<file path="src/rtl/bee_pkg.sv">
// Shared types and constants for the Bee-Scape game-flow controller.
// GAME_PAUSE_EN adds the PAUSE state to the state encoding.
package bee_pkg;

   localparam int unsigned KEY_W   = 8;
   localparam int unsigned SCORE_W = 16;
   localparam int unsigned LIVES_W = 3;
   localparam int unsigned TIMER_W = 8;
   localparam int unsigned STATE_W = 3;

   localparam logic [KEY_W-1:0]   KEY_SPACE = 8'h2C;
   localparam logic [KEY_W-1:0]   KEY_P     = 8'h13;
   localparam logic [SCORE_W-1:0] BCD_MAX   = 16'h9999;

   typedef enum logic [STATE_W-1:0] {
      IDLE = 3'd0,
      PLAY = 3'd1,
      HIT  = 3'd2,
      OVER = 3'd3
`ifdef GAME_PAUSE_EN
      ,
      PAUSE = 3'd4
`endif
   } game_state_t;

endpackage

</file>
<file path="src/rtl/bee_game_ctrl_bcd.sv">
// bcd_counter4: 4-digit BCD incrementer with synchronous clear, enable,
// saturation at 9999, and a combinational greater-than against another BCD value.
module bcd_counter4
   import bee_pkg::*;
(
   input  logic               frame_clk,
   input  logic               Reset,
   input  logic               i_clr,
   input  logic               i_en,
   input  logic [SCORE_W-1:0] i_cmp,
   output logic [SCORE_W-1:0] o_q,
   output logic               o_gt_c
);

   logic [SCORE_W-1:0] r_q;

   function automatic logic [SCORE_W-1:0] bcd_inc(input logic [SCORE_W-1:0] v);
      logic [SCORE_W-1:0] r;
      logic               c;
      r = v;
      c = 1'b1;
      for (int d = 0; d < 4; d++) begin
         if (c) begin
            if (r[4*d +: 4] == 4'd9) begin
               r[4*d +: 4] = 4'd0;
            end else begin
               r[4*d +: 4] = r[4*d +: 4] + 4'd1;
               c = 1'b0;
            end
         end
      end
      return r;
   endfunction

   always_ff @(posedge frame_clk or posedge Reset) begin
      if (Reset)                       r_q <= '0;
      else if (i_clr)                  r_q <= '0;
      else if (i_en && r_q != BCD_MAX) r_q <= bcd_inc(r_q);
   end

   // Digit-wise compare, most significant digit decides first
   always_comb begin
      logic decided;
      o_gt_c  = 1'b0;
      decided = 1'b0;
      for (int d = 3; d >= 0; d--) begin
         if (!decided && r_q[4*d +: 4] != i_cmp[4*d +: 4]) begin
            o_gt_c  = r_q[4*d +: 4] > i_cmp[4*d +: 4];
            decided = 1'b1;
         end
      end
   end

   assign o_q = r_q;

endmodule

</file>
<file path="src/rtl/bee_game_ctrl.sv">
// Bee-Scape game-flow controller: title/play/hit/over sequencing, lives and BCD score.
// Optional pause state when GAME_PAUSE_EN is defined.
module bee_game_ctrl
   import bee_pkg::*;
#(
   parameter int unsigned       LIVES      = 3,
   parameter int unsigned       HIT_FRAMES = 60,
   parameter logic [KEY_W-1:0]  START_KEY  = KEY_SPACE
`ifdef GAME_PAUSE_EN
   ,
   parameter logic [KEY_W-1:0]  PAUSE_KEY  = KEY_P
`endif
)(
   input  logic               Reset,
   input  logic               frame_clk,
   input  logic [KEY_W-1:0]   keycode,
   input  logic               L,
   input  logic               obs_pass,
   output logic               play_en,
   output logic               respawn,
   output logic               flash,
   output logic               game_over,
   output logic [STATE_W-1:0] state,
   output logic [LIVES_W-1:0] lives,
   output logic [SCORE_W-1:0] score,
   output logic [SCORE_W-1:0] high_score
);

   game_state_t        r_state, w_nx_state;
   logic [KEY_W-1:0]   r_key_prev;
   logic               r_l_prev;
   logic [LIVES_W-1:0] r_lives, w_nx_lives;
   logic [TIMER_W-1:0] r_timer, w_nx_timer;
   logic [SCORE_W-1:0] r_high, w_score;
   logic               r_play_en, r_respawn, r_flash, r_game_over;
   logic               w_nx_respawn, w_clr, w_en, w_hs_load, w_gt_c;
   logic               w_start_press, w_hit;

   assign w_start_press = (keycode == START_KEY) && (r_key_prev != START_KEY);
   assign w_hit         = L && !r_l_prev;
`ifdef GAME_PAUSE_EN
   logic w_pause_press;
   assign w_pause_press = (keycode == PAUSE_KEY) && (r_key_prev != PAUSE_KEY);
`endif

   bcd_counter4 u_score (
      .frame_clk (frame_clk),
      .Reset     (Reset),
      .i_clr     (w_clr),
      .i_en      (w_en),
      .i_cmp     (r_high),
      .o_q       (w_score),
      .o_gt_c    (w_gt_c)
   );

   always_ff @(posedge frame_clk or posedge Reset) begin
      if (Reset) begin
         r_state     <= IDLE;
         r_key_prev  <= '0;
         r_l_prev    <= 1'b0;
         r_lives     <= LIVES_W'(LIVES);
         r_timer     <= '0;
         r_high      <= '0;
         r_play_en   <= 1'b0;
         r_respawn   <= 1'b0;
         r_flash     <= 1'b0;
         r_game_over <= 1'b0;
      end else begin
         r_state     <= w_nx_state;
         r_key_prev  <= keycode;
         r_l_prev    <= L;
         r_lives     <= w_nx_lives;
         r_timer     <= w_nx_timer;
         if (w_hs_load) r_high <= w_score;
         r_play_en   <= (w_nx_state == PLAY);
         r_respawn   <= w_nx_respawn;
         r_flash     <= (w_nx_state == HIT) && w_nx_timer[2];
         r_game_over <= (w_nx_state == OVER);
      end
   end

   // Next-state, lives, hit timer and score control
   always_comb begin
      w_nx_state   = r_state;
      w_nx_lives   = r_lives;
      w_nx_timer   = r_timer;
      w_nx_respawn = 1'b0;
      w_clr        = 1'b0;
      w_en         = 1'b0;
      w_hs_load    = 1'b0;
      case (r_state)
         IDLE: begin
            if (w_start_press) begin
               w_nx_state   = PLAY;
               w_nx_lives   = LIVES_W'(LIVES);
               w_clr        = 1'b1;
               w_nx_respawn = 1'b1;
            end
         end
         PLAY: begin
            if (w_hit) begin
               if (r_lives > LIVES_W'(1)) begin
                  w_nx_lives = r_lives - LIVES_W'(1);
                  w_nx_timer = TIMER_W'(HIT_FRAMES);
                  w_nx_state = HIT;
               end else begin
                  w_nx_lives = '0;
                  w_nx_state = OVER;
                  w_hs_load  = w_gt_c;
               end
            end else begin
               w_en = obs_pass;
`ifdef GAME_PAUSE_EN
               if (w_pause_press) w_nx_state = PAUSE;
`endif
            end
         end
         HIT: begin
            if (r_timer <= TIMER_W'(1)) begin
               w_nx_timer   = '0;
               w_nx_state   = PLAY;
               w_nx_respawn = 1'b1;
            end else begin
               w_nx_timer = r_timer - TIMER_W'(1);
            end
         end
         OVER: begin
            if (w_start_press) w_nx_state = IDLE;
         end
`ifdef GAME_PAUSE_EN
         PAUSE: begin
            if (w_pause_press) w_nx_state = PLAY;
         end
`endif
         default: w_nx_state = IDLE;
      endcase
   end

   assign play_en    = r_play_en;
   assign respawn    = r_respawn;
   assign flash      = r_flash;
   assign game_over  = r_game_over;
   assign state      = r_state;
   assign lives      = r_lives;
   assign score      = w_score;
   assign high_score = r_high;

endmodule

</file>
<file path="config.mk">
export PLATFORM = sky130hd
export DESIGN_NAME = bee_game_ctrl
export DESIGN_NICKNAME = d
export VERILOG_FILES = /design/src/rtl/bee_pkg.sv /design/src/rtl/bee_game_ctrl_bcd.sv /design/src/rtl/bee_game_ctrl.sv
export SDC_FILE = /design/constraint.sdc
export NUM_CORES = 1
export LEC_CHECK = 0
export ABC_AREA = 1
export BUFFER_PORTS_ARGS = -buffer_cell sky130_fd_sc_hd__buf_2
export CORE_MARGIN = 2
export CORE_UTILIZATION = 40
export DETAILED_ROUTE_END_ITERATION = 10
export HOLD_SLACK_MARGIN = 0.05
export SYNTH_ARGS = -nofsm -noshare
export SYNTH_HDL_FRONTEND = slang
export SYNTH_SLANG_ARGS = --single-unit
</file>
<file path="constraint.sdc">
create_clock -name frame_clk -period 2.39 [get_ports frame_clk]
set_clock_uncertainty 0.05 [all_clocks]
set_input_delay 0.3585 -clock frame_clk [delete_from_list [all_inputs] [get_ports frame_clk]]
set_output_delay 0.3585 -clock frame_clk [all_outputs]
set_load 0.01 [all_outputs]
</file>
### Yosys cells after proc, flatten, opt, wreduce, memory -nomap -nowiden

Cells that the tools add are included.

* register bits: 59
* bits of input ports: 12
* word-level logic and storage cells: 120

* $add $sub $neg: 6
* order comparisons: 6
* eq/ne operators: 20
* multiplexer cells: 50
* reduce and logical (&&, ||, !) cells: 23

Operator list (number)
* two-way mux 16 bit: 2
* two-way mux 4 bit: 7
* two-way mux 1 bit: 27
* two-way mux 8 bit: 3
* two-way mux 3 bit: 7
* adder 4 x 1 -> 4 bit (second input constant): 4
* equality test 4 bit (second input constant): 4
* greater-than comparator 4 bit: 4
* != test 16 bit (second input constant): 1
* != test 4 bit: 4
* one-hot mux 8 bit (2 select lines): 1
* equality test 3 x 2 -> 1 bit (second input constant): 4
* one-hot mux 3 bit (4 select lines): 1
* nonzero test 2 bit: 6
* equality test 8 x 6 -> 1 bit (second input constant): 1
* <= comparator 8 x 1 -> 1 bit (second input constant): 1
* != test 8 x 6 -> 1 bit (second input constant): 1
* subtractor 8 x 1 -> 8 bit (second input constant): 1
* logical AND 1 bit: 7
* equality test 3 x 1 -> 1 bit (second input constant): 2
* != test 2 bit (second input constant): 3
* one-hot mux 3 bit (2 select lines): 1
* AND reduction 2 bit: 3
* AND reduction 3 bit: 2
* other kinds (5): 8

### Depth between registers and ports, before layout

Gate-level depths: netlist of run 1.

* depth after elaboration: 16
* mapped depth: 15

### Cells and area by module

From an unflattened synthesis of run 1, not the netlist that was laid out.

* cells, all modules: 431
* area total of the unflattened synthesis: 3578.4 um^2

By module, submodules not included
* bee_game_ctrl: times used 1, cells each 225, area each 2107.0 um^2, seq. area each 1078.5 um^2
* bcd_counter4: times used 1, cells each 206, area each 1471.4 um^2, seq. area each 400.4 um^2

### Least setup slack after synthesis of run 1

Ideal clock, no wire load.

* path type: flip-flop to flip-flop
* start point: reg u_score.r_q[6], in the netlist u_score.o_q[6]
* end point: reg r_high[6], in the netlist high_score[6]
* setup time: 0.117 ns
* arrival time: 1.664 ns
* slack: 0.559 ns
* stages on the path, launching flop included: 14
* path buffers: 1
* clock period less this slack: 1.831 ns
* path through: dfrtp_1 > ha_1 > nand2_1 > inv_1 > nand3_1 > nor2_1 > nand2_1 > nand3_1 > nand2_1 > nand2_2 > nand2_2 > buf_4 > nand2_1 > nand2_1

* word-level cells in the longest chain between the ends: 9
* elaborated cells on any way between the ends: 11
* those cells by class: 1 x order compare; 1 x eq/ne; 6 x mux; 3 x reduce/logical

Ends and longest elaborated chain
* from (decl): line bee_game_ctrl_bcd.sv:15 `logic [SCORE_W-1:0] r_q;`
* from (signal assigned): line bee_game_ctrl_bcd.sv:38 `else if (i_en && r_q != BCD_MAX) r_q <= bcd_inc(r_q);`
* != test 4 bit: line bee_game_ctrl_bcd.sv:47 `if (!decided && r_q[4*d +: 4] != i_cmp[4*d +: 4]) begin`
* logical AND 1 bit: line bee_game_ctrl_bcd.sv:47
* two-way mux 1 bit: line bee_game_ctrl_bcd.sv:47
* logical NOT 1 bit: line bee_game_ctrl_bcd.sv:47
* logical AND 1 bit: line bee_game_ctrl_bcd.sv:47
* two-way mux 1 bit: line bee_game_ctrl_bcd.sv:47
* two-way mux 1 bit: line bee_game_ctrl.sv:102 `if (r_lives > LIVES_W'(1)) begin`
* two-way mux 1 bit: line bee_game_ctrl.sv:101 `if (w_hit) begin`
* two-way mux 1 bit: line bee_game_ctrl.sv:91 `case (r_state)`
* to (signal assigned): line bee_game_ctrl.sv:74 `if (w_hs_load) r_high <= w_score;`
* to (decl): line bee_game_ctrl.sv:34 `logic [SCORE_W-1:0] r_high, w_score;`

Several ways; a longest one is shown, not always the timed one.
A chain may end at the register's enable or synchronous reset.

### Worst setup path in the final report of run 1

* start point: reg u_score.r_q[8], in the netlist u_score.o_q[8]
* end point: reg r_high[15], in the netlist high_score[15]

* word-level cells in the longest chain between the ends: 12
* elaborated cells on any way between the ends: 15
* those cells by class: 1 x order compare; 1 x eq/ne; 8 x mux; 5 x reduce/logical

Ends and longest elaborated chain (line)
* != test 4 bit: bee_game_ctrl_bcd.sv:47
* logical AND 1 bit: bee_game_ctrl_bcd.sv:47
* two-way mux 1 bit: bee_game_ctrl_bcd.sv:47
* logical NOT 1 bit: bee_game_ctrl_bcd.sv:47
* logical AND 1 bit: bee_game_ctrl_bcd.sv:47
* two-way mux 1 bit: bee_game_ctrl_bcd.sv:47
* logical NOT 1 bit: bee_game_ctrl_bcd.sv:47
* logical AND 1 bit: bee_game_ctrl_bcd.sv:47
* two-way mux 1 bit *: bee_game_ctrl_bcd.sv:47
* two-way mux 1 bit *: bee_game_ctrl.sv:102
* two-way mux 1 bit *: bee_game_ctrl.sv:101
* two-way mux 1 bit *: bee_game_ctrl.sv:91

Mark *: on every way between the ends. The rest lies on a longest branch, timed or not.

==> impl_metrics.toml, run 1 <==
[outcome]
status = "completed"

[power_and_ir_drop]
p_sw_share_pct = 26.5
seq_power_share_pct = 51.2
power_frac_comb_pct = 8.8
p_switching_uw = 554
clock_power_share_pct = 39.9
p_per_area_nw_per_um2 = 527
p_total_mw = 2.09
p_leak_nw = 2.21
p_int_mw = 1.53
irDropWorstVdd_mv = 0.271

[critical_path]
cp.arrival_ns = 2.27
required_ns = 2.57
cp-startpoint = "u_score.o_q[8]"
end_kind = "flip-flop"
worstPathMaxFanout = 16
r2r_start = "u_score.o_q[8]"
critPathLaunchType = "flip-flop"
crit_type = "flip-flop to flip-flop"

[yosys]
synth_edf_count = 0
netlist_area_um2 = 3350
yosysSeqAreaShare_pct = 44.1
synthCells = 409
async_flop_share_pct = 100
synth_seq_cells = 59
synthDistinctLibCells = 37
avgSynthCellArea_um2 = 8.20
ys_warn_count = 0
ys.flop_type = "dfrtp_1"
syn_nets = 449

[layout]
ff_latch_area_um2 = 1480
layout-area-overhead-vs-synth_pct = 18.2
fill_cells = 820
final_cell_mix = "nand2_1, dfrtp_1, inv_1"
drive_above_1_share_pct = 20.8
multiInputGateArea_um2 = 1620
diodes = 0
final_common_cell = "nand2_1"
layout.nets = 515

[clock_network]
clockBufferDepth = 2
post_cts_buffers = 0
clock_sinks = 59
cts_buffers = 9
clock_latency_ns = 0.34
cts_tree = "yes"
clk_pin_slew_worst_paths_ns = 0.07
cts.repair.resized = 0
htreeDepth = 3
hold_buffers = 0
cts-root-buf = "clkbuf_8"

[global_route]
grt_overflow = 0
grt_max_degree = 34
groute.usage.overall_pct = 18.1
antenna_found_initial = 0
grt_pass1_vias = 2688
grt_first_pass_wirelength_um = 12600

[sta]
finalCritPeriodShare_pct = 87.1
finalMaxSlewViolations = 0
worstMarginPinSlew_ns = 0.624
period_needed_ns = 2.08
finalHoldViolCount = 0
setup_ws_ns = 0.308
finalSetupTns_ns = 0
finalSetupViolations = 0
slew-limit-headroom_pct = 58.4
fmax_mhz = 480
rsz0062_at_grt = "false"

[placed_design]
gp_congestion = 0.818
port_buffers = 53
dp_hpwl_um = 5410
pre_cts_ws_ns = 0.291

[routing]
drc_errors = 0
drtIter0Drc = 89
num_vias = 2798
via_per_inst = 4.78
first_pass_iters = 4
ant_nets = 0
routed_wirelength_um = 7320
routedWlPerCell_um = 12.5

[flow_run]
maxCapViolCount = 0

[floorplan]
dieWidth_um = 95.6
initial_utilization_pct = 41.0
die_area_um2 = 9130
core_um2 = 8180
io-pin-count = 54
fp.dieH_um = 95.6
std_cell_rows = 33

[worst_hold_path]
holdCritPathClass = "input port to asynchronous set/reset pin"
[cells in the mapped netlist, drive strengths merged, types with 2 or more instances]
| library cell | instances | share of area, % |
|---|---|---|
| nand2 | 120 | 15 |
| inv | 61 | 6.9 |
| dfrtp | 57 | 43 |
| nor2 | 40 | 5.5 |
| nand3 | 35 | 5.7 |
| ha | 28 | 10 |
| o21ai | 22 | 3.4 |
| a21oi | 9 | 1.3 |
| xor2 | 8 | 2.1 |
| buf | 4 | 0.67 |
| xnor2 | 4 | 1.0 |
| nand4 | 3 | 0.56 |
| nor3 | 3 | 0.78 |
| o211ai | 3 | 0.67 |
| dfstp | 2 | 1.6 |
| nand3b | 2 | 0.45 |
[power groups by stage]
stage                     Combinational (mW)  Clock [mW]  Sequential [mW]
after floorplan                        0.120           0             1.09
after global placement                 0.182           0             1.09
after detailed placement               0.189           0             1.09
after CTS                              0.189       0.867             1.07
after global routing                   0.215       0.907             1.08
final                                  0.184       0.834             1.07
[critical path, stage by stage, from the launching register on]
cell and delay, ns:
dfrtp_1 0.50, inv_1 0.08, ha_1 0.28, nand2_1 0.04, nor2_1 0.18, nor2_1 0.08, a21oi_1 0.20, nand2_1 0.09
nand2_2 0.08, nand2_2 0.21, nand2_1 0.12, nand2_1 0.06
[state kept, by name, indices dropped and copies added, names as in the netlist]
signal and count:
u_score.o_q 16, r_timer 8, play_en 1, state 3, high_score 16, r_l_prev 1, lives 3, game_over 1
respawn 1, r_key_prev 8, flash 1
[stage by stage]
stage,cell area (um2),hold WS (ns),instances,utilization (%)
final,3970,0.0428,585,48.5
after floorplan,3350,0.340,409,-
after CTS,3970,0.0517,585,48.5
after global routing,3970,0.0618,585,48.5
after global placement,3780,0.420,569,46.3
after detailed placement,3780,0.425,569,46.3
[metal layers]
| metal | part of all wire, % | vias up | GRT usage (%) |
|---|---|---|---|
| li1 | - | 1430 | - |
| met1 | 48 | 1313 | 23.3 |
| met2 | 46 | 48 | 29.2 |
| met3 | 4.8 | 7 | 5.77 |
| met4 | 1.1 | 0 | 5.36 |
| met5 | 0 | - | 0 |
[cell type report]
cell class | instances | area share (%)
clock inverters | 4 | 0.631
inverters | 61 | 5.84
flip-flops and latches | 59 | 37.3
well taps | 105 | 3.31
repair buffers | 59 | 8.14
clock buffers | 12 | 3.91
multi-input cells | 285 | 40.9
[cells by family after synthesis]
logic type	share of synthesized area (%)
flip-flops	44.1
XOR/XNOR	3.13
buffers and inverters	7.57
other	0.112
AO/OA/AOI/OAI	6.49
AND/OR/NAND/NOR	28.1
adder cells (fa/ha/maj)	10.4
[worst paths after layout]
kind / end / slack (ns) / depth (start not counted)
max in group asynchronous: high_score[1] / 1.66 / 3
worst max register to register: high_score[15] / 0.31 / 11
worst min register to register: high_score[13] / 0.44 / 2
worst max-delay path: high_score[15] / 0.31 / 11
worst min-delay path: r_l_prev / 0.04 / 2
min in group frame_clk: r_key_prev[0] / 0.08 / 1
Note: power is estimated with default switching activity, not from simulation.
==> run 2, diff against run 1 <==
==> constraint.sdc (replaced) <==
create_clock -name frame_clk -period 1.85 [get_ports frame_clk]
set_clock_uncertainty 0.05 [all_clocks]
set_input_delay 0.2775 -clock frame_clk [delete_from_list [all_inputs] [get_ports frame_clk]]
set_output_delay 0.2775 -clock frame_clk [all_outputs]
set_load 0.01 [all_outputs]
==> impl_metrics.toml, run 2 (synthesized netlist as in run 1, its figures left out) <==
[sta]
fmax_mhz = 543
finalHoldViolCount = 0
rsz0062_at_grt = "true"
period_needed_ns = 1.84
finalMaxSlewViolations = 0
finalCritPeriodShare_pct = 99.6
finalSetupViolations = 0
holdWs_ns = 0.330

[power_and_ir_drop]
p_switching_uw = 764
p_per_area_nw_per_um2 = 609
seq_power_share_pct = 50.5
p_leak_nw = 2.42
p_sw_share_pct = 28.0
irDropWorstVdd_mv = 0.446
clock_power_share_pct = 37.2
p_int_mw = 1.97
power_frac_comb_pct = 12.3

[critical_path]
critPathLaunchType = "flip-flop"
cp.arrival_ns = 2.07
end_kind = "flip-flop"
crit_type = "flip-flop to flip-flop"
worstPathMaxFanout = 8
required_ns = 2.08

[global_route]
grt_pass1_vias = 2884
grt_first_pass_wirelength_um = 13000
grt_max_degree = 23
antenna_found_initial = 0
grt_overflow = 0
groute.usage.overall_pct = 18.5

[outcome]
status = "completed"

[clock_network]
clock_latency_ns = 0.33
clockBufferDepth = 2
cts_tree = "yes"
clk_pin_slew_worst_paths_ns = 0.07
clock_sinks = 59
cts-root-buf = "clkbuf_8"
cts_buffers = 9
htreeDepth = 3

[routing]
routedWlPerCell_um = 12.8
ant_nets = 0
drc_errors = 0
first_pass_iters = 6
num_vias = 2973
routed_wirelength_um = 8010
via_per_inst = 4.76
drtIter0Drc = 76

[layout]
ff_latch_area_um2 = 1480
final_common_cell = "nand2_1"
final_core_util_pct = 54.8
layout-area-overhead-vs-synth_pct = 33.7
fill_cells = 765
multiInputGateArea_um2 = 1780
layout.nets = 555
drive_above_1_share_pct = 29.4
diodes = 0
fin_cells = 625
final_cell_mix = "nand2_1, inv_1, dfrtp_1"

[floorplan]
std_cell_rows = 33
core_um2 = 8180
dieWidth_um = 95.6
io-pin-count = 54
initial_utilization_pct = 41.0
fp.dieH_um = 95.6
die_area_um2 = 9130

[flow_run]
maxCapViolCount = 0

[worst_hold_path]
holdCritPathClass = "input port to flip-flop"

[placed_design]
gp_congestion = 0.810
post-place-cells = 593
dp_hpwl_um = 5660
port_buffers = 53
[run 2: final cells by class]
cell class	instances	area share, %
inverters	61	5.16
flip-flops and latches	59	33.1
multi-input cells	286	39.7
repair buffers	98	15.3
clock inverters	7	1.01
clock buffers	9	2.76
well taps	105	2.93
[run 2: power groups by stage]
stage	Clock [mW]	Combinational, mW	Sequential [mW]
global placement	0	0.249	1.40
CTS	1.05	0.275	1.38
floorplan	0	0.155	1.41
finish	1.02	0.336	1.38
detailed placement	0	0.255	1.40
global route	1.11	0.384	1.38
[run 2: path summary, 6_finish.rpt]
path / slack [ns] / cells after the start / startpoint / end
worst min-delay path: 0.33 / 5 / obs_pass / u_score.o_q[1]
min in group asynchronous: 0.45 / 3 / Reset / respawn
worst min register to register: 0.46 / 2 / lives[1] / lives[1]
max in group asynchronous: 0.74 / 4 / Reset / lives[0]
worst max-delay path: 0.008 / 11 / u_score.o_q[8] / high_score[0]
worst max register to register: 0.008 / 11 / u_score.o_q[8] / high_score[0]
[run 2: timing repair]
action / CTS / global route
endpoints found under the setup margin: 16 / 32
buffers inserted: 0 / 4
endpoints found under the hold margin: 25 / 0
resized for setup: 2 / 31
pin swaps: 0 / 24
gates cloned: 0 / 2
hold buffers: 10 / 0
[run 2: critical path, stage by stage (launching register included)]
cell	delay, ns
dfrtp_1	0.42
inv_1	0.06
ha_1	0.27
nand2_1	0.07
nor2_2	0.13
nor2_1	0.05
a21oi_1	0.18
nand2_2	0.11
nand2_8	0.14
clkbuf_16	0.17
nand3_1	0.07
nand2_1	0.06
[run 2: per-layer routing]
layer / share of wire, % / wire, um / GRT usage [%] / up-vias
met1: 44 / 3530 / 22.0 / 1401
met3: 3.7 / 297 / 4.19 / 8
met2: 51 / 4080 / 32.1 / 52
met5: 0 / 0 / 0 / -
li1: - / - / - / 1512
met4: 1.3 / 102 / 7.62 / 0
[run 2: per-stage QoR]
step,setup slack (ns),instance area (um2),power [mW],setup TNS [ns]
2_1_floorplan,0.0188,3350,1.56,0
3_3_place_gp,0.0383,3980,1.65,0
3_5_place_dp,-0.0270,3980,1.66,-0.241
4_1_cts,0.0165,4260,2.70,0
5_1_grt,-0.134,4480,2.87,-2.07
6_report,0.00816,4480,2.73,0
==> run 3, diff against run 2 <==
==> constraint.sdc (replaced) <==
create_clock -name frame_clk -period 1.85 [get_ports frame_clk]
set_clock_uncertainty 0.05 [all_clocks]
set_input_delay 0.37 -clock frame_clk [delete_from_list [all_inputs] [get_ports frame_clk]]
set_output_delay 0.37 -clock frame_clk [all_outputs]
set_load 0.01 [all_outputs]
==> impl_metrics.toml, run 3 (synthesized netlist as in run 1, its figures left out) <==
[routing]
routed_wirelength_um = 8040
ant_nets = 0
drtIter0Drc = 77
first_pass_iters = 4
routedWlPerCell_um = 13.0
via_per_inst = 4.79
num_vias = 2963
drc_errors = 0

[clock_network]
clockBufferDepth = 2
cts_buffers = 9
cts-root-buf = "clkbuf_8"
htreeDepth = 3
clock_sinks = 59
cts_tree = "yes"
hold_buffers = 0
clock_latency_ns = 0.34
clk_pin_slew_worst_paths_ns = 0.07

[sta]
finalMaxSlewViolations = 0
rsz0062_at_grt = "true"
finalSetupViolations = 0
finalSetupTns_ns = 0
period_needed_ns = 1.81
holdWs_ns = 0.0328
finalHoldViolCount = 0
fmax_mhz = 551
finalCritPeriodShare_pct = 98.0

[floorplan]
dieWidth_um = 95.6
die_area_um2 = 9130
io-pin-count = 54
std_cell_rows = 33
fp.dieH_um = 95.6
core_um2 = 8180
initial_utilization_pct = 41.0

[critical_path]
critical-path-max-stage-delay_ns = 0.45
worst-path-buf-inv = 3
worstPathMaxFanout = 8
crit_chain = "buf_6 > inv_2 > ha_2 > nand2_2 > nor2_4 > nand3_4 > nor2_4 > nor2_4 > inv_4 > nand2_8 > nand2_8 > nand2_1 > o21ai_1"
crit_type = "flip-flop to flip-flop"
cp.arrival_ns = 2.03
end_kind = "flip-flop"
slowest_stage = "dfrtp_2"
critPathLaunchType = "flip-flop"
path_delay_family = "simple AND/OR/NAND/NOR gates"
cp_common_cell = "nor2_4"
required_ns = 2.07

[power_and_ir_drop]
power_frac_comb_pct = 11.7
irDropWorstVdd_mv = 0.385
p_total_mw = 2.80
p_switching_uw = 735
seq_power_share_pct = 49.3
p_leak_nw = 2.38
clock_power_share_pct = 39.0
p_int_mw = 2.06
p_per_area_nw_per_um2 = 614
p_sw_share_pct = 26.3

[layout]
fill_cells = 740
fin_cells = 619
final_cell_mix = "nand2_1, dfrtp_1, buf_2"
final_core_util_pct = 55.7
diodes = 0
drive_above_1_share_pct = 33.3
layout-area-overhead-vs-synth_pct = 35.7
final_common_cell = "nand2_1"
layout.nets = 550

[placed_design]
post-place-cells = 593
port_buffers = 53
gp_congestion = 0.833
dp_hpwl_um = 5340

[global_route]
antenna_found_initial = 0
grt_pass1_vias = 2711
grt_max_degree = 60
grt_first_pass_wirelength_um = 12400
grt_overflow = 0
groute.usage.overall_pct = 17.8

[outcome]
status = "completed"

[worst_hold_path]
holdCritPathClass = "input port to asynchronous set/reset pin"

[flow_run]
maxCapViolCount = 0
-- run 3: cell types whose count changed in the layout (fill, tap and decap cells not counted), sizes merged --
cell         change
buf              +4
clkbuf           +4
clkinv           -1
clkinvlp         -3
dlygate4sd3     -10
inv              -1
nand3            +1
-- run 3: final cells by class --
| class | instances | area, um2 | area share, % |
|---|---|---|---|
| sequential | 59 | 1480 | 32.6 |
| timing repair buffer | 92 | 607 | 13.3 |
| clock inverter | 2 | 10.0 | 0.220 |
| inverter | 61 | 238 | 5.22 |
| multi-input combinational | 287 | 1910 | 42.1 |
| clock buffer | 13 | 169 | 3.71 |
| tap | 105 | 131 | 2.89 |
-- run 3: worst reg2reg max path, stage by stage, from the launching register on --
cell     delay (ns)
dfrtp_2        0.45
buf_6          0.13
inv_2          0.04
ha_2           0.16
nand2_2        0.06
nor2_4         0.14
nand3_4        0.10
nor2_4         0.13
nor2_4         0.06
inv_4          0.08
nand2_8        0.10
nand2_8        0.13
nand2_1        0.06
o21ai_1        0.08
-- run 3: repair_timing --
action / in CTS / in global routing
pin swaps: 0 / 26
cloned: 0 / 3
resized for setup: 1 / 58
setup buffers: 0 / 8
endpoints found under the setup margin: 16 / 35
-- run 3: per-stage QoR --
stage,setup WS [ns],cell area [um2]
2_1_floorplan,0.0188,3360
3_3_place_gp,-0.0200,3970
3_5_place_dp,-0.0614,3970
4_1_cts,0.0360,4150
5_1_grt,-0.0712,4550
6_report,0.0362,4550
-- run 3: worst paths after layout --
path | slack (ns) | to | start | cells after the start
min | 0.03 | high_score[7] | Reset | 3
max | 0.04 | u_score.o_q[10] | u_score.o_q[5] | 13
min reg2reg | 0.45 | high_score[1] | high_score[1] | 2
max reg2reg | 0.04 | u_score.o_q[10] | u_score.o_q[5] | 13
max in group asynchronous | 1.37 | lives[0] | Reset | 3
min in group frame_clk | 0.09 | r_key_prev[4] | keycode[4] | 1
-- run 3: power by group through the flow --
stage	sequential, mW	clock, mW	combinational, mW
6_report	1.38	1.09	0.326
5_1_grt	1.38	1.19	0.369
4_1_cts	1.38	1.12	0.260
3_5_place_dp	1.40	0	0.258
3_3_place_gp	1.40	0	0.250
2_1_floorplan	1.41	0	0.155
-- run 3: metal layers --
layer	part of all wire, %	vias to the layer above	global-route usage, %
li1	-	1503	-
met1	46	1400	23.1
met2	49	51	28.8
met3	3.8	9	4.66
met4	1.1	0	5.83
met5	0	-	0
